<file path="src/rtl/hash_table_pkg.sv">
// Shared types for the IP hash table controller and its request front end.
package hash_table_pkg;

  localparam int HT_TAG_W = 4;

  typedef enum logic {
    IP_REQ_LOOKUP = 1'b0,
    IP_REQ_INSERT = 1'b1
  } ip_req_op_t;

  typedef struct packed {
    logic [HT_TAG_W-1:0] tag;
    logic                found;
  } ip_lookup_resp_t;

endpackage

</file>
<file path="src/rtl/data_valid_if.sv">
// Minimal valid + data bundle used for single-direction responses without backpressure.
interface data_valid_if #(
  parameter int DATA_W = 1
) ();

  logic              valid;
  logic [DATA_W-1:0] data;

  modport master (output valid, output data);
  modport slave  (input valid, input data);

endinterface

</file>
<file path="src/rtl/data_status_shift_reg.sv">
// Fixed-depth shift register carrying a status word alongside a data word.
module data_status_shift_reg #(
  parameter int STATUS_W = 1,
  parameter int DATA_W   = 8,
  parameter int DEPTH    = 3
) (
  input  logic                clk,
  input  logic                rst_n,
  input  logic [STATUS_W-1:0] status_i,
  input  logic [DATA_W-1:0]   data_i,
  output logic [STATUS_W-1:0] status_o,
  output logic [DATA_W-1:0]   data_o
);

  logic [STATUS_W-1:0] status_q [DEPTH];
  logic [DATA_W-1:0]   data_q   [DEPTH];

  always_ff @(posedge clk or negedge rst_n) begin
    if (!rst_n) begin
      for (int i = 0; i < DEPTH; i++) begin
        status_q[i] <= '0;
        data_q[i]   <= '0;
      end
    end else begin
      status_q[0] <= status_i;
      data_q[0]   <= data_i;
      for (int i = 1; i < DEPTH; i++) begin
        status_q[i] <= status_q[i-1];
        data_q[i]   <= data_q[i-1];
      end
    end
  end

  assign status_o = status_q[DEPTH-1];
  assign data_o   = data_q[DEPTH-1];

endmodule

</file>
<file path="src/rtl/sync_fifo_fwft.sv">
// Synchronous first-word fall-through FIFO; DEPTH must be a power of 2, at least 2.
module sync_fifo_fwft #(
  parameter int DATA_W = 8,
  parameter int DEPTH  = 4
) (
  input  logic              clk,
  input  logic              rst_n,
  input  logic              push_i,
  input  logic [DATA_W-1:0] din_i,
  input  logic              pop_i,
  output logic [DATA_W-1:0] dout_o,
  output logic              empty_o
);

  localparam int AW = $clog2(DEPTH);

  logic [AW:0]       wr_ptr_q, wr_ptr_d;
  logic [AW:0]       rd_ptr_q, rd_ptr_d;
  logic [DATA_W-1:0] mem_q [DEPTH];
  logic              full;
  logic              do_push;
  logic              do_pop;

  // Pointers carry one extra wrap bit so full and empty are distinguishable.
  assign empty_o = (wr_ptr_q == rd_ptr_q);
  assign full    = (wr_ptr_q[AW] != rd_ptr_q[AW]) &&
                   (wr_ptr_q[AW-1:0] == rd_ptr_q[AW-1:0]);
  assign do_pop  = pop_i && !empty_o;
  assign do_push = push_i && (!full || do_pop);
  assign dout_o  = mem_q[rd_ptr_q[AW-1:0]];

  always_comb begin
    wr_ptr_d = wr_ptr_q;
    rd_ptr_d = rd_ptr_q;
    if (do_push) wr_ptr_d = wr_ptr_q + 1'b1;
    if (do_pop)  rd_ptr_d = rd_ptr_q + 1'b1;
  end

  always_ff @(posedge clk or negedge rst_n) begin
    if (!rst_n) begin
      wr_ptr_q <= '0;
      rd_ptr_q <= '0;
    end else begin
      wr_ptr_q <= wr_ptr_d;
      rd_ptr_q <= rd_ptr_d;
    end
  end

  always_ff @(posedge clk) begin
    if (do_push) mem_q[wr_ptr_q[AW-1:0]] <= din_i;
  end

endmodule

</file>
<file path="src/rtl/ip_lookup_requester.sv">
// Request front end for the IP hash controller: issues inserts/look-ups, spaces inserts,
// and re-tags the fixed-latency look-up responses into a credit-protected response FIFO.
module ip_lookup_requester
  import hash_table_pkg::*;
#(
  parameter int IP_ADDR_W  = 32,
  parameter int TAG_W      = 4,
  parameter int CTRL_LAT   = 2,
  parameter int INS_GAP    = 3,
  parameter int RESP_DEPTH = 4
) (
  input  logic                 clk,
  input  logic                 rst,
  input  logic                 req_valid_i,
  output logic                 req_ready_o,
  input  ip_req_op_t           req_op_i,
  input  logic [IP_ADDR_W-1:0] req_ip_i,
  input  logic [TAG_W-1:0]     req_tag_i,
  output logic                 insert_val_o,
  output logic                 look_up_val_o,
  output logic [IP_ADDR_W-1:0] ip_addr_o,
  data_valid_if.slave          found_if_i,
  output logic                 resp_valid_o,
  input  logic                 resp_ready_i,
  output logic [TAG_W-1:0]     resp_tag_o,
  output logic                 resp_found_o,
  output logic                 err_o
);

  localparam logic [0:0] ST_ISSUE    = 1'b0;
  localparam logic [0:0] ST_INS_HOLD = 1'b1;
  localparam int GAP_W  = (INS_GAP > 1) ? $clog2(INS_GAP) : 1;
  localparam int CRED_W = $clog2(RESP_DEPTH) + 1;

  logic [0:0]           state_q, state_d;
  logic [GAP_W-1:0]     gap_cnt_q, gap_cnt_d;
  logic [CRED_W-1:0]    credits_q, credits_d;
  logic                 run_q;
  logic                 insert_val_q, insert_val_d;
  logic                 look_up_val_q, look_up_val_d;
  logic [IP_ADDR_W-1:0] ip_addr_q, ip_addr_d;
  logic                 err_q, err_d;

  logic                 accept;
  logic                 lu_acc;
  logic                 ins_acc;
  logic                 exp_vld;
  logic [TAG_W-1:0]     exp_tag;
  logic                 resp_push;
  logic                 resp_pop;
  logic                 slot_missed;
  logic                 fifo_empty;
  logic [TAG_W:0]       fifo_dout;

  // run_q holds ready low while reset is asserted, even though the FSM sits in ISSUE.
  always_comb begin
    req_ready_o = 1'b0;
    if (run_q && (state_q == ST_ISSUE))
      req_ready_o = (credits_q < CRED_W'(RESP_DEPTH)) || (req_op_i == IP_REQ_INSERT);
  end

  assign accept      = req_valid_i && req_ready_o;
  assign lu_acc      = accept && (req_op_i == IP_REQ_LOOKUP);
  assign ins_acc     = accept && (req_op_i == IP_REQ_INSERT);
  assign resp_push   = found_if_i.valid && exp_vld;
  assign slot_missed = exp_vld && !found_if_i.valid;
  assign resp_pop    = resp_valid_o && resp_ready_i;

  always_comb begin
    state_d       = state_q;
    gap_cnt_d     = gap_cnt_q;
    insert_val_d  = ins_acc;
    look_up_val_d = lu_acc;
    ip_addr_d     = accept ? req_ip_i : ip_addr_q;
    err_d         = err_q || (found_if_i.valid && !exp_vld) || slot_missed;
    credits_d     = credits_q + CRED_W'(lu_acc) - CRED_W'(resp_pop) - CRED_W'(slot_missed);
    case (state_q)
      ST_ISSUE: begin
        if (ins_acc) begin
          state_d   = ST_INS_HOLD;
          gap_cnt_d = GAP_W'(INS_GAP - 1);
        end
      end
      default: begin
        // ip_addr stays frozen here: the controller writes from its live address input.
        if (gap_cnt_q == '0) state_d = ST_ISSUE;
        else                 gap_cnt_d = gap_cnt_q - 1'b1;
      end
    endcase
  end

  always_ff @(posedge clk or negedge rst) begin
    if (!rst) begin
      state_q       <= ST_ISSUE;
      gap_cnt_q     <= '0;
      credits_q     <= '0;
      run_q         <= 1'b0;
      insert_val_q  <= 1'b0;
      look_up_val_q <= 1'b0;
      ip_addr_q     <= '0;
      err_q         <= 1'b0;
    end else begin
      state_q       <= state_d;
      gap_cnt_q     <= gap_cnt_d;
      credits_q     <= credits_d;
      run_q         <= 1'b1;
      insert_val_q  <= insert_val_d;
      look_up_val_q <= look_up_val_d;
      ip_addr_q     <= ip_addr_d;
      err_q         <= err_d;
    end
  end

  assign insert_val_o  = insert_val_q;
  assign look_up_val_o = look_up_val_q;
  assign ip_addr_o     = ip_addr_q;
  assign err_o         = err_q;

  // Stage CTRL_LAT of the pipe lines up with the controller's found_valid for the same look-up.
  data_status_shift_reg #(
    .STATUS_W (1),
    .DATA_W   (TAG_W),
    .DEPTH    (CTRL_LAT + 1)
  ) u_tag_pipe (
    .clk      (clk),
    .rst_n    (rst),
    .status_i (lu_acc),
    .data_i   (req_tag_i),
    .status_o (exp_vld),
    .data_o   (exp_tag)
  );

  sync_fifo_fwft #(
    .DATA_W (TAG_W + 1),
    .DEPTH  (RESP_DEPTH)
  ) u_resp_fifo (
    .clk     (clk),
    .rst_n   (rst),
    .push_i  (resp_push),
    .din_i   ({exp_tag, found_if_i.data[0]}),
    .pop_i   (resp_pop),
    .dout_o  (fifo_dout),
    .empty_o (fifo_empty)
  );

  assign resp_valid_o = !fifo_empty;
  assign resp_tag_o   = resp_valid_o ? fifo_dout[TAG_W:1] : '0;
  assign resp_found_o = resp_valid_o ? fifo_dout[0] : 1'b0;

endmodule
</file>
<file path="src/flat_wrapper.sv">
// flat-port wrapper written by rule: the top's interface ports become plain ports
module ip_lookup_requester_flat import hash_table_pkg::*;
#(
  parameter int IP_ADDR_W  = 32,
  parameter int TAG_W      = 4,
  parameter int CTRL_LAT   = 2,
  parameter int INS_GAP    = 3,
  parameter int RESP_DEPTH = 4
)
  (clk, rst, req_valid_i, req_ready_o, req_op_i, req_ip_i, req_tag_i, insert_val_o, look_up_val_o, ip_addr_o, resp_valid_o, resp_ready_i, resp_tag_o, resp_found_o, err_o, found_if_i_valid, found_if_i_data);
  data_valid_if found_if_i_i ();
  input  logic clk;
  input  logic rst;
  input  logic req_valid_i;
  output logic req_ready_o;
  input  ip_req_op_t req_op_i;
  input  logic [IP_ADDR_W-1:0] req_ip_i;
  input  logic [TAG_W-1:0] req_tag_i;
  output logic insert_val_o;
  output logic look_up_val_o;
  output logic [IP_ADDR_W-1:0] ip_addr_o;
  output logic resp_valid_o;
  input  logic resp_ready_i;
  output logic [TAG_W-1:0] resp_tag_o;
  output logic resp_found_o;
  output logic err_o;
  input wire logic [$bits(found_if_i_i.valid)-1:0] found_if_i_valid;
  input wire logic [$bits(found_if_i_i.data)-1:0] found_if_i_data;
  assign found_if_i_i.valid = found_if_i_valid;
  assign found_if_i_i.data = found_if_i_data;
  ip_lookup_requester #(.IP_ADDR_W(IP_ADDR_W), .TAG_W(TAG_W), .CTRL_LAT(CTRL_LAT), .INS_GAP(INS_GAP), .RESP_DEPTH(RESP_DEPTH)) u_core (.clk(clk), .rst(rst), .req_valid_i(req_valid_i), .req_ready_o(req_ready_o), .req_op_i(req_op_i), .req_ip_i(req_ip_i), .req_tag_i(req_tag_i), .insert_val_o(insert_val_o), .look_up_val_o(look_up_val_o), .ip_addr_o(ip_addr_o), .found_if_i(found_if_i_i), .resp_valid_o(resp_valid_o), .resp_ready_i(resp_ready_i), .resp_tag_o(resp_tag_o), .resp_found_o(resp_found_o), .err_o(err_o));
endmodule
</file>
<file path="config.mk">
export PLATFORM = sky130hd
export DESIGN_NAME = ip_lookup_requester_flat
export DESIGN_NICKNAME = d
export VERILOG_FILES = /design/src/rtl/hash_table_pkg.sv /design/src/rtl/data_valid_if.sv /design/src/rtl/data_status_shift_reg.sv /design/src/rtl/sync_fifo_fwft.sv /design/src/rtl/ip_lookup_requester.sv /design/src/flat_wrapper.sv
export SDC_FILE = /design/constraint.sdc
export NUM_CORES = 1
export LEC_CHECK = 0
export ABC_AREA = 0
export CAP_MARGIN = 25
export CELL_PAD_IN_SITES_DETAIL_PLACEMENT = 0
export CELL_PAD_IN_SITES_GLOBAL_PLACEMENT = 1
export CORE_UTILIZATION = 29
export DETAILED_ROUTE_END_ITERATION = 6
export HOLD_SLACK_MARGIN = 0.06
export PLACE_DENSITY = 0.7
export SLEW_MARGIN = 20
export SYNTH_ARGS = -nofsm -noshare
export SYNTH_HDL_FRONTEND = slang
export SYNTH_SLANG_ARGS = --single-unit
</file>
<file path="constraint.sdc">
create_clock -name clk -period 3 [get_ports clk]
set_clock_uncertainty 0.1 [all_clocks]
set_input_delay 0.6 -clock clk [delete_from_list [all_inputs] [get_ports clk]]
set_output_delay 0.6 -clock clk [all_outputs]
set_load 0.01 [all_outputs]
</file>
==> reports/results.ini, run 1 <==
[routing]
avgViaCountPerCell = 4.23
ant_nets = 0
dr_total_vias = 1848
routed_wl_mm = 5.81
drt_pass1_iterations = 4
drc = 0
routedWlPerCell_um = 13.3
initialDrtViolationCount = 26

[clocking]
ctsHtreeMaxLevel = 3
numCtsBuffers = 9
postCtsSetupRepairBufs = 0
clk_latency_ps = 340
cts_tree = built
cts-root-buf = clkbuf_8
cts.path.max_buffers = 2
clock_sinks = 82
clk_pin_slew_ps = 90

[sta]
fmax_mhz = 355
setup_viol = 0
fin_crit_ps = 2820
rsz0062_at_grt = no
slew_headroom = 0.607
worst_pin_slew_ps = 590
post-route-period-util = 0.939
maxSlewViolCount = 0
hold_viol = 0

[yosys]
yosysSeqAreaShare = 0.669
syn_area_per_cell_um2 = 16.5
yosysTopAreaCell = dfrtp_1
netlist.area_leader.share = 0.482
synth_most_common_cell = dfrtp_1
synth_nets = 248
synth_edf_count = 20
synthCells = 195
ys_types = 37
synth_area_um2 = 3220
yosys_register_bits = 82
async_reset_ff_frac = 0.756
synth_common_cells = dfrtp_1, mux2_1, edfxtp_1
yosysWarnings = 0
synth_area_leaders = dfrtp_1, edfxtp_1, mux2_1
ys.flop_type = dfrtp_1

[die]
io_pins = 85
initial_utilization = 0.297
coreArea_um2 = 10800
die_w_um = 107
rows = 38
die_h_um = 107
die_area_um2 = 11500

[finish]
multi_input_area_um2 = 992
final_cell_count_no_fill = 437
regArea_um2 = 2150
synthToLayoutAreaGrowth_pct = 38.7
drive_above_1_share = 0.148
fillers = 1049
final_nets = 345
diodes = 0

[global_route]
antenna_found_initial = 0
track_usage = 0.111
grt_overflow = 0
grt_start_max_net_pins = 37
grt_pass1_wl_mm = 9.54
grt_pass1_vias = 1987

[worst_setup_path]
cp_data_arrival_time_ps = 2120
crit_chain = buf_4 -> mux4_2 -> nor2b_1 -> clkdlybuf4s50_1
critPathTopFamily = buffers and inverters
path_buf_inv = 2
path_class = reg2out
cp_max_fo = 7
crit_path_end_kind = primary output
cp.required_ps = 2300
start_kind = flip-flop
worst_path_largest_cell_delay_ps = 530
reg2reg_slack_ps = 420
worst_path_max_delay_cell = mux4_2

[hold_path]
hp-class = in2async

[power_and_ir_drop]
p_total_mw = 4.12
ir_drop_mv = 0.339
leakage_nw = 1.81
powerDensity_nw_per_um2 = 922

[placement]
placed_cells = 421
globalplace.congestion = 0.696
dp_hpwl_mm = 4.16
io_buffer_count = 84

[flow_run]
drv_cap = 0

[status]
status = complete, no violations

==> worst reg2reg max path, cell delays in order, from the launching register on <==
cell,delay (ps)
dfrtp_2,510
xor2_4,250
o31ai_2,320
inv_1,130
fa_1,520
inv_1,40
ha_1,170
ha_1,180
xnor2_1,160
xnor2_1,130
==> what timing repair did <==
action | CTS | global route
hold buffers | 0 | 0
endpoints found under the setup margin | 6 | 4
resized for setup | 1 | 1
==> cells in the final DEF (no fill, tap or decap), drive strengths merged, types with 2 or more instances in the layout <==
| cell type | synthesis | layout |
|---|---|---|
| clkdlybuf4s50 | 0 | 83 |
| dfrtp | 62 | 62 |
| mux2 | 34 | 34 |
| edfxtp | 20 | 20 |
| inv | 13 | 16 |
| ha | 9 | 9 |
| clkbuf | 0 | 9 |
| buf | 6 | 9 |
| nor2b | 7 | 7 |
| nor2 | 6 | 6 |
| xnor2 | 6 | 6 |
| mux4 | 5 | 5 |
| xor2 | 3 | 3 |
| nand3 | 2 | 2 |
| nand2 | 2 | 2 |
| clkinvlp | 0 | 2 |
| nor3 | 2 | 2 |
| o31ai | 2 | 2 |
==> kinds of logic (layout without fill, tap and decap cells) <==
kind of cell,count (synthesis),count (layout),share of synthesized area
flip-flops,82,82,0.669
XOR/XNOR,9,9,0.0327
buffers and inverters,19,121,0.0260
AND/OR/NAND/NOR,26,26,0.0463
multiplexers,40,40,0.158
AO/OA/AOI/OAI,8,8,0.0257
adder cells (fa/ha/maj),10,10,0.0412
other,1,1,0.00117
==> flip-flops by register name, summed over array words and instances (netlist names) <==
signal	cells
u_core.state_q	1
u_core.u_tag_pipe.status_o	1
u_core.ip_addr_o	32
u_core.u_tag_pipe.status_q	1
u_core.u_resp_fifo.wr_ptr_q	3
u_core.credits_q	3
u_core.run_q	1
u_core.u_resp_fifo.rd_ptr_q	3
u_core.err_o	1
u_core.u_tag_pipe.data_o	4
u_core.insert_val_o	1
u_core.u_tag_pipe.data_q	8
u_core.gap_cnt_q	2
u_core.u_resp_fifo.mem_q	20
u_core.look_up_val_o	1
==> final cells by class <==
class	count	share of cell area
clock inverters	7	0.0165
multi-input cells	94	0.222
well taps	140	0.0392
inverters	13	0.0109
clock buffers	9	0.0278
repair buffers	92	0.201
flip-flops and latches	82	0.482
==> per-stage QoR <==
| step | TNS (ps) | worst slack (ps) | hold WS (ps) | utilization | area, µm² |
|---|---|---|---|---|---|
| finish | 0 | 182 | 158 | 0.412 | 4460 |
| global placement | -69.0 | -69.0 | 233 | 0.393 | 4260 |
| global route | 0 | 77.6 | 185 | 0.412 | 4460 |
| CTS | 0 | 77.0 | 158 | 0.412 | 4460 |
| detailed placement | -121 | -121 | 235 | 0.393 | 4260 |
| floorplan | 0 | 201 | 204 | - | 3220 |
==> power by group <==
group | switching, mW | internal, mW
sequential | 0.218 | 1.47
combinational | 0.665 | 0.964
clock | 0.415 | 0.390
total | 1.30 | 2.82
==> path summary, 6_finish.rpt <==
| path | from | cells after the start | to |
|---|---|---|---|
| setup reg to reg | u_core.u_resp_fifo.rd_ptr_q[1] | 9 | u_core.credits_q[2] |
| setup / recovery | u_core.u_resp_fifo.rd_ptr_q[0] | 4 | resp_tag_o[3] |
| hold reg to reg | u_core.u_tag_pipe.data_q[11] | 0 | u_core.u_tag_pipe.data_q[7] |
| hold / removal | rst | 2 | u_core.ip_addr_o[19] |
| max in group asynchronous | rst | 2 | u_core.u_resp_fifo.rd_ptr_q[1] |
| min in group clk | u_core.u_tag_pipe.data_q[11] | 0 | u_core.u_tag_pipe.data_q[7] |
==> per-layer routing <==
metal	GRT usage	routed length, µm	vias to the layer above
li1	-	-	868
met1	0.140	2570	914
met2	0.170	2700	58
met3	0.0375	437	8
met4	0.0558	95	0
met5	0	0	-
Power figures use the tool's default switching activity.
==> run 2: changes to the inputs <==
--- a/config.mk
+++ b/config.mk
@@ -12,8 +12,10 @@
 export CORE_UTILIZATION = 29
 export DETAILED_ROUTE_END_ITERATION = 6
 export HOLD_SLACK_MARGIN = 0.06
+export MAX_ROUTING_LAYER = met4
 export PLACE_DENSITY = 0.7
 export SLEW_MARGIN = 20
 export SYNTH_ARGS = -nofsm -noshare
 export SYNTH_HDL_FRONTEND = slang
 export SYNTH_SLANG_ARGS = --single-unit
+export TNS_END_PERCENT = 5
==> run 2 against run 1 <==
The flow now stops in detailed routing. Synthesized cell count unchanged. Area after synthesis is the same. Global-route usage increased by 0.33 points.
==> reports/results.ini, run 2 <==
[global_route]
grt_pass1_wl_mm = 9.54  ; about the same
grt_pass1_vias = 1990  ; +0.15%
grt_overflow = 0  ; unchanged
antenna_found_initial = 0  ; unchanged
track_usage = 0.114  ; +0.00328
grt_start_max_net_pins = 37  ; unchanged

[die]
rows = 38  ; unchanged
initial_utilization = 0.297  ; unchanged
io_pins = 85  ; unchanged
die_w_um = 107  ; unchanged
die_h_um = 107  ; unchanged

[yosys]
synthCells = 195  ; unchanged
yosys_register_bits = 82  ; unchanged
netlist.area_leader.share = 0.482  ; unchanged
syn_area_per_cell_um2 = 16.5  ; unchanged
yosysSeqAreaShare = 0.669  ; unchanged
yosysWarnings = 0  ; unchanged
synth_most_common_cell = dfrtp_1
ys_types = 37  ; unchanged
synth_edf_count = 20  ; unchanged
synth_common_cells = dfrtp_1, mux2_1, edfxtp_1
synth_area_leaders = dfrtp_1, edfxtp_1, mux2_1
synth_nets = 248  ; unchanged
synth_area_um2 = 3220  ; unchanged
async_reset_ff_frac = 0.756  ; unchanged
yosysTopAreaCell = dfrtp_1
ys.flop_type = dfrtp_1

[placement]
pre_cts_slack_ps = -121  ; unchanged
io_buffer_count = 84  ; unchanged
dp_hpwl_mm = 4.16  ; unchanged
globalplace.congestion = 0.703  ; +1.1%
place_area_um2 = 4260  ; unchanged

[sta]
worstEpCategory = top-level output
worstEndpointGrtRepair = req_ready_o

[clocking]
cts-root-buf = clkbuf_8
holdBufCountCts = 0  ; unchanged
clock_sinks = 82  ; unchanged
cts.path.max_buffers = 2  ; unchanged
ctsHtreeMaxLevel = 3  ; unchanged
postCtsSetupRepairBufs = 0  ; unchanged
cts-resized-gates = 1  ; unchanged
numCtsBuffers = 9  ; unchanged

[status]
status = stopped before the end
stop_stage = detailed routing
tool.error = [ERROR DRT-0255] Maze Route cannot find path of net clk in worker of routeBox ( 96600 0 ) ( 107340 48300 ).

[run 2: cell families after synthesis]
kind of cell | count (synthesis) | synth area share
DFF | 82 | 0.669
muxes | 40 | 0.158
buffers and inverters | 19 | 0.0260
adders and majority gates | 10 | 0.0412
other | 1 | 0.00117
xor gates and xnor gates | 9 | 0.0327
AOI/OAI and AO/OA | 8 | 0.0257
and+or+nand+nor | 26 | 0.0463
[run 2: metrics by stage]
stage                     std cells  setup TNS [ps]
after floorplan                 195               0
after global placement          421           -69.0
after detailed placement        421            -121
after CTS                       437               0
after global routing            437               0
[run 2: routing by layer]
metal / global-route usage
met1: 0.144
met2: 0.170
met3: 0.0303
met4: 0.0558
met5: -
==> run 3: changes to the inputs <==
--- a/config.mk
+++ b/config.mk
@@ -7,13 +7,9 @@
 export LEC_CHECK = 0
 export ABC_AREA = 0
 export CAP_MARGIN = 25
-export CELL_PAD_IN_SITES_DETAIL_PLACEMENT = 0
-export CELL_PAD_IN_SITES_GLOBAL_PLACEMENT = 1
-export CORE_UTILIZATION = 29
+export CORE_UTILIZATION = 20
 export DETAILED_ROUTE_END_ITERATION = 6
-export HOLD_SLACK_MARGIN = 0.06
-export MAX_ROUTING_LAYER = met4
-export PLACE_DENSITY = 0.7
+export PLACE_DENSITY_LB_ADDON = 0.15
 export SLEW_MARGIN = 20
 export SYNTH_ARGS = -nofsm -noshare
 export SYNTH_HDL_FRONTEND = slang
==> run 3 against run 2 <==
The run now ends clean. Global-route usage down 2.3 points.
==> reports/results.ini, run 3 (synthesized netlist as in run 1, its figures left out) <==
[status]
status = complete, no violations

[clocking]
ctsHtreeMaxLevel = 3  ; unchanged
clock_sinks = 82  ; unchanged
numCtsBuffers = 9  ; unchanged
clk_pin_slew_ps = 70
cts_tree = built
clk_latency_ps = 340
postCtsSetupRepairBufs = 0  ; unchanged
cts-root-buf = clkbuf_16
cts.path.max_buffers = 2  ; unchanged

[finish]
drive_above_1_share = 0.144
largest_reg_flops = 32
final_util = 0.297
mostFrequentLayoutCell = clkdlybuf4s50_1
synthToLayoutAreaGrowth_pct = 45.7
diodes = 0
final_cell_mix = clkdlybuf4s50_1, dfrtp_1, mux2_1
final_nets = 347

[routing]
routed_wl_mm = 6.44
avgViaCountPerCell = 3.63
routedWlPerCell_um = 12.5
dr_total_vias = 1870
ant_nets = 0
initialDrtViolationCount = 34
drc = 0
drt_pass1_iterations = 2

[worst_setup_path]
r2r_cells = 9
timing.rr.end = u_core.credits_q[2]
reg2reg_slack_ps = 430
r2r_start = u_core.u_resp_fifo.wr_ptr_q[1]
cp_max_fo = 7
cp.required_ps = 2300
cp_data_arrival_time_ps = 2100
crit_path_end_kind = primary output
start_kind = flip-flop
path_class = reg2out

[global_route]
grt_pass1_wl_mm = 11.0  ; +16%
grt_overflow = 0  ; unchanged
grt_start_max_net_pins = 34  ; -8.1%
use_met2 = 0.137  ; -0.0330
antenna_found_initial = 0  ; unchanged
top_usage_layer = met2
gr-usage-met1 = 0.107  ; -0.0376
grt_util_met3 = 0.0391  ; +0.00882
track_usage = 0.0909  ; -0.0233
grt_pass1_vias = 2085  ; +4.8%

[sta]
fmax_mhz = 357
post-route-period-util = 0.933
setup_viol = 0
slew_headroom = 0.583
rsz0062_at_grt = no
fin_crit_ps = 2800
maxSlewViolCount = 0
hold_viol = 0
worst_pin_slew_ps = 626
finalWorstSetupSlack_ps = 202
timing.hold.ws_ps = 167

[placement]
pre_cts_slack_ps = -148  ; -27.8 ps
io_buffer_count = 84  ; unchanged
globalplace.congestion = 0.650  ; -7.6%
dp_hpwl_mm = 4.54  ; +9.2%

[hold_path]
hp-class = in2async

[power_and_ir_drop]
ir_drop_mv = 0.394
leakage_nw = 1.88
powerDensity_nw_per_um2 = 964
p_total_mw = 4.52

[die]
rows = 46  ; +21%
coreArea_um2 = 15800
initial_utilization = 0.204  ; -0.0928
die_area_um2 = 16600
die_h_um = 129  ; +20%
io_pins = 85  ; unchanged
die_w_um = 129  ; +20%

[flow_run]
drv_cap = 0

run 3: stage by stage:
step                area, µm²  TNS, ps  std cells
CTS                      4690        0        515
floorplan                3220        0        195
finish                   4690        0        515
global placement         4370    -74.0        499
global route             4690        0        515
detailed placement       4370     -148        499
run 3: worst max-delay path by stage:
| stage | from | end | slack, ps | depth (start not counted) |
|---|---|---|---|---|
| finish | u_core.u_resp_fifo.rd_ptr_q[0] | resp_tag_o[2] | 200 | 4 |
| global placement | req_op_i | u_core.credits_q[2] | -70 | 10 |
| floorplan | req_op_i | u_core.credits_q[2] | 200 | 11 |
| detailed placement | req_op_i | u_core.credits_q[2] | -150 | 10 |
| CTS | u_core.u_resp_fifo.rd_ptr_q[0] | resp_tag_o[2] | 150 | 4 |
| global route | req_op_i | u_core.credits_q[2] | 30 | 10 |
run 3: critical path, cell delays in order, from the launching register on:
cell and delay, ps:
dfrtp_1 400, buf_4 210, mux4_2 520, nor2b_1 140, clkdlybuf4s50_1 490
run 3: cell type report:
class,count,area [µm²]
clock buffers,11,233
clock inverters,5,81.3
fillers,1638,11100
inverters,13,48.8
multi-input cells,94,992
flip-flops and latches,82,2150
well taps,216,270
repair buffers,94,911
run 3: per-layer routing:
| layer | part of all wire | wire [µm] | vias up |
|---|---|---|---|
| met1 | 0.43 | 2760 | 917 |
| met4 | 0.026 | 166 | 0 |
| met2 | 0.45 | 2920 | 64 |
| met3 | 0.090 | 581 | 11 |
| met5 | 0 | 0 | - |
| li1 | - | - | 878 |
run 3: report_power, final:
group | total, mW | internal (mW) | switching, mW
registers | 1.67 | 1.47 | 0.205
logic | 1.67 | 0.974 | 0.691
clock network | 1.18 | 0.730 | 0.451
run 3: timing repair:
item                                    CTS  global route
endpoints found under the setup margin    6             0
endpoints found under the hold margin     0             0
hold buffers                              0             0
gates resized for setup                   1             0
==> run 4: changes to the inputs <==
--- a/config.mk
+++ b/config.mk
@@ -9,7 +9,7 @@
 export CAP_MARGIN = 25
 export CORE_UTILIZATION = 20
 export DETAILED_ROUTE_END_ITERATION = 6
-export PLACE_DENSITY_LB_ADDON = 0.15
+export PLACE_DENSITY_LB_ADDON = 0.12
 export SLEW_MARGIN = 20
 export SYNTH_ARGS = -nofsm -noshare
 export SYNTH_HDL_FRONTEND = slang
==> run 4 against run 3 <==
Combinational power is essentially flat. Sequential power is essentially flat. Critical path depth is the same. Wire length grew 3.5%. Die area is the same. First-iteration DRC count grew to 3.1 times the previous value. Final cell count shrank 0.19%. Clock power is essentially flat. Hold slack gained 80 ps. Sequential share of layout area grew 0.12 points. Largest cell class unchanged. Highest routed layer unchanged.
==> reports/results.ini, run 4 (synthesized netlist as in run 1, its figures left out) <==
[power_and_ir_drop]
powerDensity_nw_per_um2 = 963  ; -0.13%
ir_drop_mv = 0.401  ; +1.6%
leakage_nw = 1.88  ; about the same
p_total_mw = 4.50  ; -0.40%

[finish]
final_nets = 346  ; -0.29%
final_cell_count_no_fill = 514  ; -0.19%
final_util = 0.296  ; -0.000794
final_cell_mix = clkdlybuf4s50_1, dfrtp_1, mux2_1
regArea_um2 = 2150  ; unchanged
drive_above_1_share = 0.141  ; -0.00287
multi_input_area_um2 = 992  ; unchanged
synthToLayoutAreaGrowth_pct = 45.3
fillers = 1620  ; -1.1%
mostFrequentLayoutCell = clkdlybuf4s50_1
diodes = 0  ; unchanged
final_area_um2 = 4680  ; -0.27%
largest_reg_flops = 32  ; unchanged

[placement]
io_buffer_count = 84  ; unchanged
dp_hpwl_mm = 4.28  ; -5.8%
place_area_um2 = 4360  ; -0.17%
placed_cells = 498  ; -0.20%
globalplace.congestion = 0.605  ; -6.9%
pre_cts_slack_ps = -128  ; +19.8 ps

[die]
die_h_um = 129  ; unchanged
die_area_um2 = 16600  ; unchanged
die_w_um = 129  ; unchanged
coreArea_um2 = 15800  ; unchanged
io_pins = 85  ; unchanged
rows = 46  ; unchanged
initial_utilization = 0.204  ; unchanged

[routing]
avgViaCountPerCell = 3.63  ; about the same
dr_total_vias = 1865  ; -0.27%
drt_pass1_iterations = 4  ; +2
ant_nets = 0  ; unchanged
routedWlPerCell_um = 13.0  ; +3.7%
routed_wl_mm = 6.66  ; +3.5%
drc = 0  ; unchanged
initialDrtViolationCount = 104  ; +210%

[hold_path]
hp-class = reg2reg
hold_path_depth = 0
hold_start = u_core.u_tag_pipe.data_q[5]
whs_endpoint = u_core.u_tag_pipe.data_o[1]

[worst_setup_path]
r2r_cells = 9  ; unchanged
start_kind = flip-flop
path_class = reg2out
reg2reg_slack_ps = 480  ; +50 ps
crit_path_end_kind = primary output
cp.required_ps = 2300  ; about the same
r2r_start = u_core.u_resp_fifo.wr_ptr_q[1]
cp_data_arrival_time_ps = 2100  ; about the same
cp_max_fo = 7  ; unchanged
timing.rr.end = u_core.credits_q[2]

[global_route]
grt_overflow = 0  ; unchanged
grt_start_max_net_pins = 63  ; +85%
antenna_found_initial = 0  ; unchanged
track_usage = 0.0906  ; -0.000342
grt_pass1_vias = 2048  ; -1.8%
grt_pass1_wl_mm = 10.8  ; -1.7%

[clocking]
cts.path.max_buffers = 2  ; unchanged
postCtsSetupRepairBufs = 0  ; unchanged
ctsHtreeMaxLevel = 3  ; unchanged
clk_latency_ps = 340  ; about the same
clock_sinks = 82  ; unchanged
clk_pin_slew_ps = 60  ; about the same
numCtsBuffers = 9  ; unchanged
cts-root-buf = clkbuf_16
cts_tree = built

[sta]
fin_crit_ps = 2800  ; +0.922 ps
maxSlewViolCount = 0  ; unchanged
post-route-period-util = 0.933  ; about the same
hold_viol = 0  ; unchanged
slew_headroom = 0.432  ; -0.151
setup_viol = 0  ; unchanged
fmax_mhz = 357  ; about the same
rsz0062_at_grt = no
tns_ps = 0  ; unchanged
timing.hold.ws_ps = 247  ; +80.3 ps
finalWorstSetupSlack_ps = 201  ; -0.922 ps
worst_pin_slew_ps = 852  ; +227 ps

[flow_run]
drv_cap = 0  ; unchanged

[status]
status = complete, no violations

-- run 4: worst max-delay path by stage --
stage	start	end	slack, ps	cells after the start
final	u_core.u_resp_fifo.rd_ptr_q[0]	resp_tag_o[3]	200	4
after global routing	u_core.u_resp_fifo.wr_ptr_q[0]	resp_tag_o[2]	80	4
after CTS	u_core.u_resp_fifo.rd_ptr_q[0]	resp_tag_o[3]	150	4
after detailed placement	req_op_i	u_core.credits_q[2]	-130	10
after global placement	req_op_i	u_core.credits_q[2]	-70	10
after floorplan	req_op_i	u_core.credits_q[2]	200	11
-- run 4: what timing repair did --
action	4_1_cts	5_1_grt
setup endpoints to repair	6	0
resized for setup	1	0
hold buffers	0	0
-- run 4: worst max-delay path: stages (launching register included) --
cell	delay (ps)
dfrtp_1	390
buf_4	220
mux4_2	530
nor2b_1	140
clkdlybuf4s50_1	490
-- run 4: area by class of cell --
class / instances / share of cell area
Sequential cell: 82 / 0.460
Multi-Input combinational cell: 94 / 0.212
Timing Repair Buffer: 93 / 0.193
Clock buffer: 14 / 0.0586
Tap cell: 216 / 0.0578
Inverter: 13 / 0.0104
Clock inverter: 2 / 0.00749
-- run 4: power by group --
group / switching, mW / total (mW) / leakage (nW) / internal (mW)
Sequential: 0.210 / 1.68 / 0.915 / 1.47
Combinational: 0.698 / 1.67 / 0.809 / 0.972
Clock: 0.440 / 1.15 / 0.153 / 0.713
Total: 1.35 / 4.50 / 1.88 / 3.15
-- run 4: metal layers --
| layer | global-route usage | routed length (µm) | vias to the layer above |
|---|---|---|---|
| met5 | 0 | 0 | - |
| met4 | 0.0581 | 182 | 0 |
| met3 | 0.0499 | 734 | 12 |
| met2 | 0.130 | 2810 | 67 |
| met1 | 0.104 | 2930 | 911 |
| li1 | - | - | 875 |
